==> config.mk <==
export PLATFORM = sky130hd
export DESIGN_NAME = dcache_nway_flat
export DESIGN_NICKNAME = d
export VERILOG_FILES = /design/src/rtl/dcache_nway_if.sv /design/src/rtl/dcache_nway.sv /design/src/flat_wrapper.sv
export SDC_FILE = /design/constraint.sdc
export NUM_CORES = 2
export LEC_CHECK = 0
export BUFFER_PORTS_ARGS = -buffer_cell sky130_fd_sc_hd__buf_2
export CORE_UTILIZATION = 30
export CTS_CLUSTER_DIAMETER = 50
export DETAILED_ROUTE_END_ITERATION = 16
export GPL_TIMING_DRIVEN = 0
export PLACE_DENSITY_LB_ADDON = 0.08
export SYNTH_ARGS = -nofsm -noshare
export SYNTH_HDL_FRONTEND = slang
export SYNTH_SLANG_ARGS = --single-unit
==> constraint.sdc <==
create_clock -name CLK -period 8.51 [get_ports CLK]
set_clock_uncertainty 0.05 [all_clocks]
set_input_delay 1.702 -clock CLK [delete_from_list [all_inputs] [get_ports CLK]]
set_output_delay 1.702 -clock CLK [all_outputs]
set_load 0.1 [all_outputs]
==> src/rtl/dcache_nway_if.sv <==
`default_nettype none
// ============================================================================
//  Module      : dcache_nway_if
//  Description : Datapath and memory bus bundle for the n-way data cache.
//  Revision    : 1.0 - initial release
// ============================================================================
interface dcache_nway_if;
   logic        dmemREN;
   logic        dmemWEN;
   logic [31:0] dmemaddr;
   logic [31:0] dmemstore;
   logic        halt;
   logic        dhit;
   logic [31:0] dmemload;
   logic        flushed;
   logic        dREN;
   logic        dWEN;
   logic [31:0] daddr;
   logic [31:0] dstore;
   logic [31:0] dload;
   logic        dwait;

   // master: datapath plus memory environment; slave: the cache itself
   modport master (
      output dmemREN, dmemWEN, dmemaddr, dmemstore, halt, dload, dwait,
      input  dhit, dmemload, flushed, dREN, dWEN, daddr, dstore
   );
   modport slave (
      input  dmemREN, dmemWEN, dmemaddr, dmemstore, halt, dload, dwait,
      output dhit, dmemload, flushed, dREN, dWEN, daddr, dstore
   );
endinterface
`default_nettype wire

==> src/rtl/dcache_nway.sv <==
`default_nettype none
// ============================================================================
//  Module      : dcache_nway
//  Description : Set-associative write-back data cache with LRU replacement
//                and a halt-triggered flush of all dirty blocks.
//  Revision    : 1.0 - initial release
// ============================================================================
module dcache_nway #(
   parameter int SETS  = 8,
   parameter int WAYS  = 2,
   parameter int WORDS = 2
) (
   input  logic          CLK,
   input  logic          RST,
   dcache_nway_if.slave  dcif
);
   localparam int c_OFF_W = $clog2(WORDS);
   localparam int c_IDX_W = $clog2(SETS);
   localparam int c_TAG_W = 30 - c_OFF_W - c_IDX_W;
   localparam int c_CNT_W = (c_OFF_W > 0) ? c_OFF_W : 1;
   localparam int c_WAY_W = (WAYS > 1) ? $clog2(WAYS) : 1;

   typedef enum logic [2:0] {
      IDLE  = 3'd0,
      WB    = 3'd1,
      FILL  = 3'd2,
      FLUSH = 3'd3,
      DONE  = 3'd4
   } state_t;

   state_t r_state, w_state_n;

   logic               r_valid [SETS][WAYS];
   logic               r_dirty [SETS][WAYS];
   logic [c_TAG_W-1:0] r_tag   [SETS][WAYS];
   logic [c_WAY_W-1:0] r_age   [SETS][WAYS];
   logic [31:0]        r_data  [SETS][WAYS][WORDS];

   logic [c_CNT_W-1:0] r_cnt;
   logic [c_WAY_W-1:0] r_vic;
   logic [c_IDX_W-1:0] r_fset;
   logic [c_WAY_W-1:0] r_fway;

   logic [29:0]        w_word;
   logic [c_CNT_W-1:0] w_off;
   logic [c_IDX_W-1:0] w_idx;
   logic [c_TAG_W-1:0] w_tag;
   logic               w_req, w_hit, w_inv, w_last, w_fdirty, w_flast, w_fadv;
   logic [c_WAY_W-1:0] w_hway, w_vic;
   logic               w_dhit, w_ren, w_wen, w_flushed;
   logic [31:0]        w_load, w_addr, w_store;

   function automatic logic [31:0] f_addr(input logic [c_TAG_W-1:0] t,
                                          input logic [c_IDX_W-1:0] s,
                                          input logic [c_CNT_W-1:0] c);
      logic [31:0] wd;
      wd = (32'(t) << (c_OFF_W + c_IDX_W)) | (32'(s) << c_OFF_W) | 32'(c);
      return wd << 2;
   endfunction

   assign w_word   = dcif.dmemaddr[31:2];
   assign w_off    = c_CNT_W'(w_word & 30'(WORDS - 1));
   assign w_idx    = c_IDX_W'(w_word >> c_OFF_W);
   assign w_tag    = c_TAG_W'(w_word >> (c_OFF_W + c_IDX_W));
   assign w_req    = dcif.dmemREN | dcif.dmemWEN;
   assign w_last   = (r_cnt == c_CNT_W'(WORDS - 1));
   assign w_fdirty = r_valid[r_fset][r_fway] & r_dirty[r_fset][r_fway];
   assign w_flast  = (r_fset == c_IDX_W'(SETS - 1)) && (r_fway == c_WAY_W'(WAYS - 1));

   // Tag lookup and victim choice: first invalid way, else the oldest way
   always_comb begin
      w_hit  = 1'b0;
      w_hway = '0;
      w_inv  = 1'b0;
      w_vic  = '0;
      for (int w = 0; w < WAYS; w++) begin
         if (!w_hit && r_valid[w_idx][w] && (r_tag[w_idx][w] == w_tag)) begin
            w_hit  = 1'b1;
            w_hway = c_WAY_W'(w);
         end
         if (!w_inv && !r_valid[w_idx][w]) begin
            w_inv = 1'b1;
            w_vic = c_WAY_W'(w);
         end
      end
      if (!w_inv) begin
         for (int w = 0; w < WAYS; w++) begin
            if (r_age[w_idx][w] == c_WAY_W'(WAYS - 1)) w_vic = c_WAY_W'(w);
         end
      end
   end

   always_comb begin
      w_state_n = r_state;
      w_dhit    = 1'b0;
      w_load    = '0;
      w_ren     = 1'b0;
      w_wen     = 1'b0;
      w_addr    = '0;
      w_store   = '0;
      w_flushed = 1'b0;
      w_fadv    = 1'b0;
      unique case (r_state)
         IDLE: begin
            if (dcif.halt) begin
               w_state_n = FLUSH;
            end else if (w_req) begin
               if (w_hit) begin
                  w_dhit = 1'b1;
                  w_load = r_data[w_idx][w_hway][w_off];
               end else begin
                  w_state_n = r_dirty[w_idx][w_vic] ? WB : FILL;
               end
            end
         end
         WB: begin
            w_wen   = 1'b1;
            w_addr  = f_addr(r_tag[w_idx][r_vic], w_idx, r_cnt);
            w_store = r_data[w_idx][r_vic][r_cnt];
            if (!dcif.dwait && w_last) w_state_n = FILL;
         end
         FILL: begin
            w_ren  = 1'b1;
            w_addr = f_addr(w_tag, w_idx, r_cnt);
            if (!dcif.dwait && w_last) w_state_n = IDLE;
         end
         FLUSH: begin
            if (w_fdirty) begin
               w_wen   = 1'b1;
               w_addr  = f_addr(r_tag[r_fset][r_fway], r_fset, r_cnt);
               w_store = r_data[r_fset][r_fway][r_cnt];
               w_fadv  = !dcif.dwait && w_last;
            end else begin
               w_fadv = 1'b1;
            end
            if (w_fadv && w_flast) w_state_n = DONE;
         end
         DONE:    w_flushed = 1'b1;
         default: w_state_n = IDLE;
      endcase
   end

   // Reset forces every output low in the same cycle it is asserted
   assign dcif.dhit     = w_dhit & ~RST;
   assign dcif.dmemload = RST ? '0 : w_load;
   assign dcif.flushed  = w_flushed & ~RST;
   assign dcif.dREN     = w_ren & ~RST;
   assign dcif.dWEN     = w_wen & ~RST;
   assign dcif.daddr    = RST ? '0 : w_addr;
   assign dcif.dstore   = RST ? '0 : w_store;

   always_ff @(posedge CLK) begin
      if (RST) begin
         r_state <= IDLE;
         r_cnt   <= '0;
         r_vic   <= '0;
         r_fset  <= '0;
         r_fway  <= '0;
         for (int s = 0; s < SETS; s++) begin
            for (int w = 0; w < WAYS; w++) begin
               r_valid[s][w] <= 1'b0;
               r_dirty[s][w] <= 1'b0;
               r_age[s][w]   <= c_WAY_W'(w);
            end
         end
      end else begin
         r_state <= w_state_n;
         unique case (r_state)
            IDLE: begin
               if (dcif.halt) begin
                  r_fset <= '0;
                  r_fway <= '0;
                  r_cnt  <= '0;
               end else if (w_req && w_hit) begin
                  for (int w = 0; w < WAYS; w++) begin
                     if (c_WAY_W'(w) == w_hway)
                        r_age[w_idx][w] <= '0;
                     else if (r_age[w_idx][w] < r_age[w_idx][w_hway])
                        r_age[w_idx][w] <= r_age[w_idx][w] + 1'b1;
                  end
                  if (dcif.dmemWEN) begin
                     r_data[w_idx][w_hway][w_off] <= dcif.dmemstore;
                     r_dirty[w_idx][w_hway]       <= 1'b1;
                  end
               end else if (w_req) begin
                  r_vic <= w_vic;
               end
            end
            WB: begin
               if (!dcif.dwait) begin
                  if (w_last) begin
                     r_cnt                <= '0;
                     r_dirty[w_idx][r_vic] <= 1'b0;
                  end else begin
                     r_cnt <= r_cnt + 1'b1;
                  end
               end
            end
            FILL: begin
               if (!dcif.dwait) begin
                  r_data[w_idx][r_vic][r_cnt] <= dcif.dload;
                  if (w_last) begin
                     r_cnt                 <= '0;
                     r_valid[w_idx][r_vic] <= 1'b1;
                     r_tag[w_idx][r_vic]   <= w_tag;
                     r_dirty[w_idx][r_vic] <= 1'b0;
                  end else begin
                     r_cnt <= r_cnt + 1'b1;
                  end
               end
            end
            FLUSH: begin
               if (w_fdirty && !dcif.dwait) begin
                  if (w_last) begin
                     r_cnt                  <= '0;
                     r_dirty[r_fset][r_fway] <= 1'b0;
                  end else begin
                     r_cnt <= r_cnt + 1'b1;
                  end
               end
               if (w_fadv) begin
                  if (r_fway == c_WAY_W'(WAYS - 1)) begin
                     r_fway <= '0;
                     r_fset <= r_fset + 1'b1;
                  end else begin
                     r_fway <= r_fway + 1'b1;
                  end
               end
            end
            default: ;
         endcase
      end
   end
endmodule
`default_nettype wire
==> src/flat_wrapper.sv <==
// flat-port wrapper written by rule: the top's interface ports become plain ports
module dcache_nway_flat 
#(
   parameter int SETS  = 8,
   parameter int WAYS  = 2,
   parameter int WORDS = 2
)
  (CLK, RST, dcif_dmemREN, dcif_dmemWEN, dcif_dmemaddr, dcif_dmemstore, dcif_halt, dcif_dload, dcif_dwait, dcif_dhit, dcif_dmemload, dcif_flushed, dcif_dREN, dcif_dWEN, dcif_daddr, dcif_dstore);
  dcache_nway_if dcif_i ();
  input  logic CLK;
  input  logic RST;
  input wire logic [$bits(dcif_i.dmemREN)-1:0] dcif_dmemREN;
  input wire logic [$bits(dcif_i.dmemWEN)-1:0] dcif_dmemWEN;
  input wire logic [$bits(dcif_i.dmemaddr)-1:0] dcif_dmemaddr;
  input wire logic [$bits(dcif_i.dmemstore)-1:0] dcif_dmemstore;
  input wire logic [$bits(dcif_i.halt)-1:0] dcif_halt;
  input wire logic [$bits(dcif_i.dload)-1:0] dcif_dload;
  input wire logic [$bits(dcif_i.dwait)-1:0] dcif_dwait;
  output wire logic [$bits(dcif_i.dhit)-1:0] dcif_dhit;
  output wire logic [$bits(dcif_i.dmemload)-1:0] dcif_dmemload;
  output wire logic [$bits(dcif_i.flushed)-1:0] dcif_flushed;
  output wire logic [$bits(dcif_i.dREN)-1:0] dcif_dREN;
  output wire logic [$bits(dcif_i.dWEN)-1:0] dcif_dWEN;
  output wire logic [$bits(dcif_i.daddr)-1:0] dcif_daddr;
  output wire logic [$bits(dcif_i.dstore)-1:0] dcif_dstore;
  assign dcif_i.dmemREN = dcif_dmemREN;
  assign dcif_i.dmemWEN = dcif_dmemWEN;
  assign dcif_i.dmemaddr = dcif_dmemaddr;
  assign dcif_i.dmemstore = dcif_dmemstore;
  assign dcif_i.halt = dcif_halt;
  assign dcif_i.dload = dcif_dload;
  assign dcif_i.dwait = dcif_dwait;
  assign dcif_dhit = dcif_i.dhit;
  assign dcif_dmemload = dcif_i.dmemload;
  assign dcif_flushed = dcif_i.flushed;
  assign dcif_dREN = dcif_i.dREN;
  assign dcif_dWEN = dcif_i.dWEN;
  assign dcif_daddr = dcif_i.daddr;
  assign dcif_dstore = dcif_i.dstore;
  dcache_nway #(.SETS(SETS), .WAYS(WAYS), .WORDS(WORDS)) u_core (.CLK(CLK), .RST(RST), .dcif(dcif_i));
endmodule
Word-level counts from Yosys, hierarchy flattened
Memories as Yosys holds them, arrays and structs flattened. A register that Yosys moved wholly into a read port is not among the register bits.
Cells that the tools add are included.
{ "op_classes": {"bitwise": 156, "order_cmp": 13, "mux": 309, "n_reduce_logical": 30, "n_eq_ne": 17, "addsub": 5} }
{ "ops": {"columns": ["op", "n"], "rows": [
  ["$mux 64", 11],
  ["$mux 32", 20],
  ["$mux 128", 2],
  ["$mux 1", 219],
  ["$mux 26", 7],
  ["$or 1x1->1", 135],
  ["$demux 64 s1", 2],
  ["$pmux 32 s3", 1],
  ["$or 30x1->30", 3],
  ["$or 30x4->30", 3],
  ["$demux 32 s1", 2],
  ["$pmux 32 s2", 1],
  ["$mux 3", 21],
  ["$eq 26x26->1", 2],
  ["$mux 52", 1],
  ["$demux 26 s1", 1],
  ["$mux 2", 13],
  ["$pmux 3 s5", 1],
  ["$logic_and 1x1->1", 14],
  ["$ge 2x2->1 const B", 6],
  ["$ne 2x1->1 const B", 6],
  ["$not 1->2", 6],
  ["$reduce_and 4->1", 3],
  ["$lt 2x1->1 const B", 5],
  ["other kinds (22)", 45]
]} }
{ "word_totals": {"out_inout_bits": 100, "word_cells": 540, "ram_bits": 1488, "mem_count": 5, "register_bits": 9, "in_bits": 102} }
{ "memory_table": {"columns": ["name", "depth", "width", "read_ports", "rd_clocked_by_memory_dff", "wr", "line_no", "text"], "rows": [
  ["u_core.r_data", 8, 128, 2, 1, 1, "dcache_nway.sv:37", "logic [31:0] r_data [SETS][WAYS][WORDS];"],
  ["u_core.r_tag", 8, 52, 2, 1, 1, "dcache_nway.sv:35", "logic [c_TAG_W-1:0] r_tag [SETS][WAYS];"],
  ["u_core.r_age", 8, 2, 1, 0, 8, "dcache_nway.sv:36", "logic [c_WAY_W-1:0] r_age [SETS][WAYS];"],
  ["u_core.r_dirty", 8, 2, 2, 1, 8, "dcache_nway.sv:34", "logic r_dirty [SETS][WAYS];"],
  ["u_core.r_valid", 8, 2, 2, 1, 8, "dcache_nway.sv:33", "logic r_valid [SETS][WAYS];"]
]} }

Longest topological paths before layout
An unclocked memory read counts as a cell.
{ "depth": {"word_depth": 23, "depth_mapped": 18, "ltp_nobuf": 10} }

Least setup slack after synthesis
OpenSTA, ideal clock, no wires.
{ "synth_timing": {"path_kind": "input to output", "start": "input port dcif_dmemaddr[4]", "end": "output port dcif_dmemload[31]", "path_stages": 13, "required_time_ps": 6758, "arrival_time_ps": 7254, "slack_ps": -496, "path_cell_list": "buf_2 -> buf_4 -> clkbuf_1 -> mux4_2 -> mux2i_4 -> xnor2_1 -> a2111oi_1 -> nand4_1 -> nor4_4 -> a21oi_1 -> or2_1 -> buf_2 -> nor4bb_1"} }
{ "synth_via": {"elab_chain_len": 20, "elab_cells_between_ends": 24} }
{ "synth_rtl": {"columns": ["element", "line_no", "text"], "rows": [
  ["start: declaration", "flat_wrapper.sv:14", "input wire logic [$bits(dcif_i.dmemaddr)-1:0] dcif_dmemaddr;"],
  ["$mem_v2 8x52", null, null],
  ["$eq 26x26->1", "dcache_nway.sv:77", "if (!w_hit && r_valid[w_idx][w] && (r_tag[w_idx][w] == w_tag)) begin"],
  ["$logic_and 1x1->1", "dcache_nway.sv:77", null],
  ["$mux 1", "dcache_nway.sv:77", null],
  ["$logic_not 1->1", "dcache_nway.sv:77", null],
  ["$logic_and 1x1->1 (2 in series)", "dcache_nway.sv:77", null],
  ["$mux 1", "dcache_nway.sv:77", null],
  ["$not 1->2 (implied by the code)", "dcache_nway.sv:110", "w_load = r_data[w_idx][w_hway][w_off];"],
  ["$mux 64 (implied by the code) (3 in series)", "dcache_nway.sv:110", null],
  ["$mux 32 (implied by the code) (3 in series)", "dcache_nway.sv:110", null],
  ["$mux 32 (*)", "dcache_nway.sv:108", "if (w_hit) begin"],
  ["$mux 32 (*)", "dcache_nway.sv:107", "end else if (w_req) begin"],
  ["$mux 32 (*)", "dcache_nway.sv:105", "if (dcif.halt) begin"],
  ["$mux 32 (*)", "dcache_nway.sv:103", "unique case (r_state)"],
  ["$mux 32 (*)", "dcache_nway.sv:145", "assign dcif.dmemload = RST ? '0 : w_load;"],
  ["end: declaration", "flat_wrapper.sv:20", "output wire logic [$bits(dcif_i.dmemload)-1:0] dcif_dmemload;"]
]} }
Every way passes the cells marked *; elsewhere a longest branch is shown, timed or not. The select of a mux whose other input is x is not followed.

Final worst setup path
{ "layout_timing": {"start": "input port dcif_dmemaddr[5]", "end": "output port dcif_dstore[27]"} }
{ "layout_via": {"elab_chain_len": 9} }
{ "layout_rtl": {"columns": ["element", "line_no", "text"], "rows": [
  ["$mem_v2 8x128", null, null],
  ["$mux 64 (implied by the code) (3 in series)", "dcache_nway.sv:119", "w_store = r_data[w_idx][r_vic][r_cnt];"],
  ["$mux 32 (implied by the code) (3 in series)", "dcache_nway.sv:119", null],
  ["$pmux 32 s2", "dcache_nway.sv:103", null],
  ["$mux 32", "dcache_nway.sv:150", "assign dcif.dstore = RST ? '0 : w_store;"],
  ["end: declaration", "flat_wrapper.sv:25", "output wire logic [$bits(dcif_i.dstore)-1:0] dcif_dstore;"]
]} }
Every way passes these cells. The select of a mux whose other input is x is not followed.

==> flow_summary.toml <==
[global_route]
grt_pass1_wl_um = 506400
grtUsageTotal_pct = 31.57
grt.overflow.total = 0
antenna_found_initial = 38
grt_pass1_vias = 50820
grt_start_max_net_pins = 21

[floorplan]
die-area_um2 = 245000
placementRows = 180
initial_core_util_pct = 30.26
num_io_pins = 202
fp.coreArea_um2 = 241000
die_h_um = 495.0
fp.dieW_um = 495.0

[power_and_ir_drop]
ir_drop_mv = 0.1781
p_per_area_nw_per_um2 = 228.2
power_leakage_uw = 0.02771

[synthesis]
synth_top_area_share_pct = 60.58
synthArstFlopShare_pct = 0
ys.flop_type = "edfxtp_1"
yosysUniqueCellTypes = 79
synth_top_cell_by_area = "edfxtp_1"
synthTopCellsByArea = "edfxtp_1, mux4_2, a22oi_1"
ys_ff_latch = 1500
synth-edff-count = 1471
synth.avg_cell_area_um2 = 16.40
synth_area_um2 = 72910
yosysSeqAreaShare_pct = 61.38
yosysWarnings = 0
synthCells = 4447

[place]
place_congestion = 1.026
dpl_cell_area_um2 = 80260
place_inst = 7919
post-dp-hpwl_um = 276500
numPortBuffers = 195

[setup_path]
worst_setup_path_start_kind = "input port"
worst-endpoint-arrival_ns = 6.86
cp-end-kind = "primary output"
crit_fanout = 10
path_class = "in -> out"
required_ns = 6.76

[cts]
cts_buffer_depth = 3
numCtsBuffers = 216
clk_latency_ns = 0.88
cts_num_sinks = 1500
cts_tree = "yes"
htreeDepth = 4
clock-root-buffer = "clkbuf_16"
cts.clk_slew.worst_paths_ns = 0.05

[layout]
drive_above_1_share_pct = 32.85
layout_common_cells = "edfxtp_1, mux4_2, a22oi_1"
fin_cells = 8336
final_common_cell = "edfxtp_1"
postLayoutCellArea_um2 = 88300
nets = 5057
area_delta_synth_final_pct = 21.10
final_core_util_pct = 36.64

[job]
maxCapViolCount = 8

[timing]
maxSlewViolCount = 87
finalCriticalPeriod_ns = 8.610
finalHoldViolCount = 0
fin_crit_sh_pct = 101.2
timing.final.ws_setup_ns = -0.1003
worst_slew_pin_slew_ns = 1.629
finalSetupTns_ns = -0.6335
fmaxAchievable_mhz = 116.1
finalSetupViolCount = 15
slew_headroom_pct = -8.578

[routing]
avgViaCountPerCell = 6.419
wire_per_inst_um = 47.06
wirelength_um = 392300
via_count = 53510
drc = 0
initialDrtViolationCount = 8593
detail-route-antenna-nets = 0
first_pass_iters = 6

[run_status]
outcome = "finished with violations"
violations = "max-capacitance violations, max-slew violations, negative setup slack"

[worst_hold_path]
hp-class = "reg -> reg"
## state kept, by name (all words and copies together) (netlist names), named ones only
signal / count
u_core.r_data: 1024
u_core.r_tag: 416
u_core.r_age: 16
u_core.r_dirty: 16
u_core.r_valid: 16
u_core.r_fset: 3
u_core.r_state: 3
u_core.r_cnt: 1
u_core.r_fway: 1
u_core.r_vic: 1
## synth_stat cells, types with 34 or more instances
cell      count
edfxtp_1   1471
mux4_2      553
a22oi_1     320
nand2_1     257
clkbuf_1    235
nor2_1      214
mux2i_1     212
mux2_2      168
buf_1        89
a21oi_1      82
a221oi_1     74
o21ai_0      69
and4_1       54
nand3_1      52
buf_2        44
o22ai_1      35
nand4_1      34
## timing repair
action	in CTS	in global routing
gates resized for setup	289	33
hold buffers	0	0
buffers inserted	5	0
pin swaps	6	5
cloned	0	0
endpoints found under the setup margin	69	42
## worst max-delay path, cell delays in order
cell and delay, ns:
buf_2 0.15, buf_2 0.32, clkbuf_4 0.43, clkbuf_4 0.48, clkbuf_4 0.54, clkdlybuf4s15_1 1.03, o21ai_0 0.22, a221oi_1 0.87
mux4_2 0.42, o22a_1 0.13, nor2_1 0.07, buf_2 0.38
## per-layer routing
metal,up-vias,routed length (um),global-route usage (%)
li1,19750,-,-
met4,18,21660,15.61
met3,771,41000,7.381
met2,4036,166000,45.38
met5,-,105,0
met1,28930,163500,44.46
## per-stage QoR
step | setup WS [ns] | hold slack, ns | power, uW
CTS | 0.01083 | 0.4529 | 20140
detailed placement | -2.372 | 0.4382 | 11180
finish | -0.1003 | 0.4556 | 20150
floorplan | 0.5682 | 0.4123 | 9868
global placement | -4.339 | 0.4362 | 11150
global route | -0.01631 | 0.4731 | 20510
## path summary, 6_finish.rpt
check | from | end | slack, ns | depth (start not counted)
setup / recovery | dcif_dmemaddr[5] | dcif_dstore[27] | -0.10 | 12
hold / removal | u_core.r_valid[3][1] | u_core.r_valid[3][1] | 0.46 | 2
setup reg to reg | u_core.r_tag[2][1] | u_core.r_data[2][40] | 2.96 | 13
hold reg to reg | u_core.r_valid[3][1] | u_core.r_valid[3][1] | 0.46 | 2
## where the power goes
group | switching [uW] | total (uW) | internal (uW)
sequential | 24.4 | 8210 | 8190
combinational | 2120 | 2950 | 829
clock | 3750 | 8990 | 5250
total | 5890 | 20100 | 14300
## layout make-up
type                    count  area [um^2]
inverters                  27        105.1
clock buffers             251         5578
multi-input cells        2528        27020
clock inverters           153         1543
diodes                     12        30.03
well taps                3185         3985
plain buffers             387         2180
flip-flops and latches   1500        44750
fillers                 22690       152700
repair buffers            293         3107
## kinds of logic (layout without fill, tap and decap cells)
| family | count (synthesis) | after routing | share of synthesized area (%) |
|---|---|---|---|
| mux | 935 | 935 | 22.63 |
| buf+inv | 420 | 1111 | 2.428 |
| fa+ha+maj | 2 | 2 | 0.03431 |
| simple gates | 753 | 753 | 5.035 |
| compound gates | 793 | 793 | 7.971 |
| other cells | 1 | 14 | 0.005143 |
| xor+xnor | 43 | 43 | 0.5165 |
| flops | 1500 | 1500 | 61.38 |
Power figures use the tool's default switching activity.
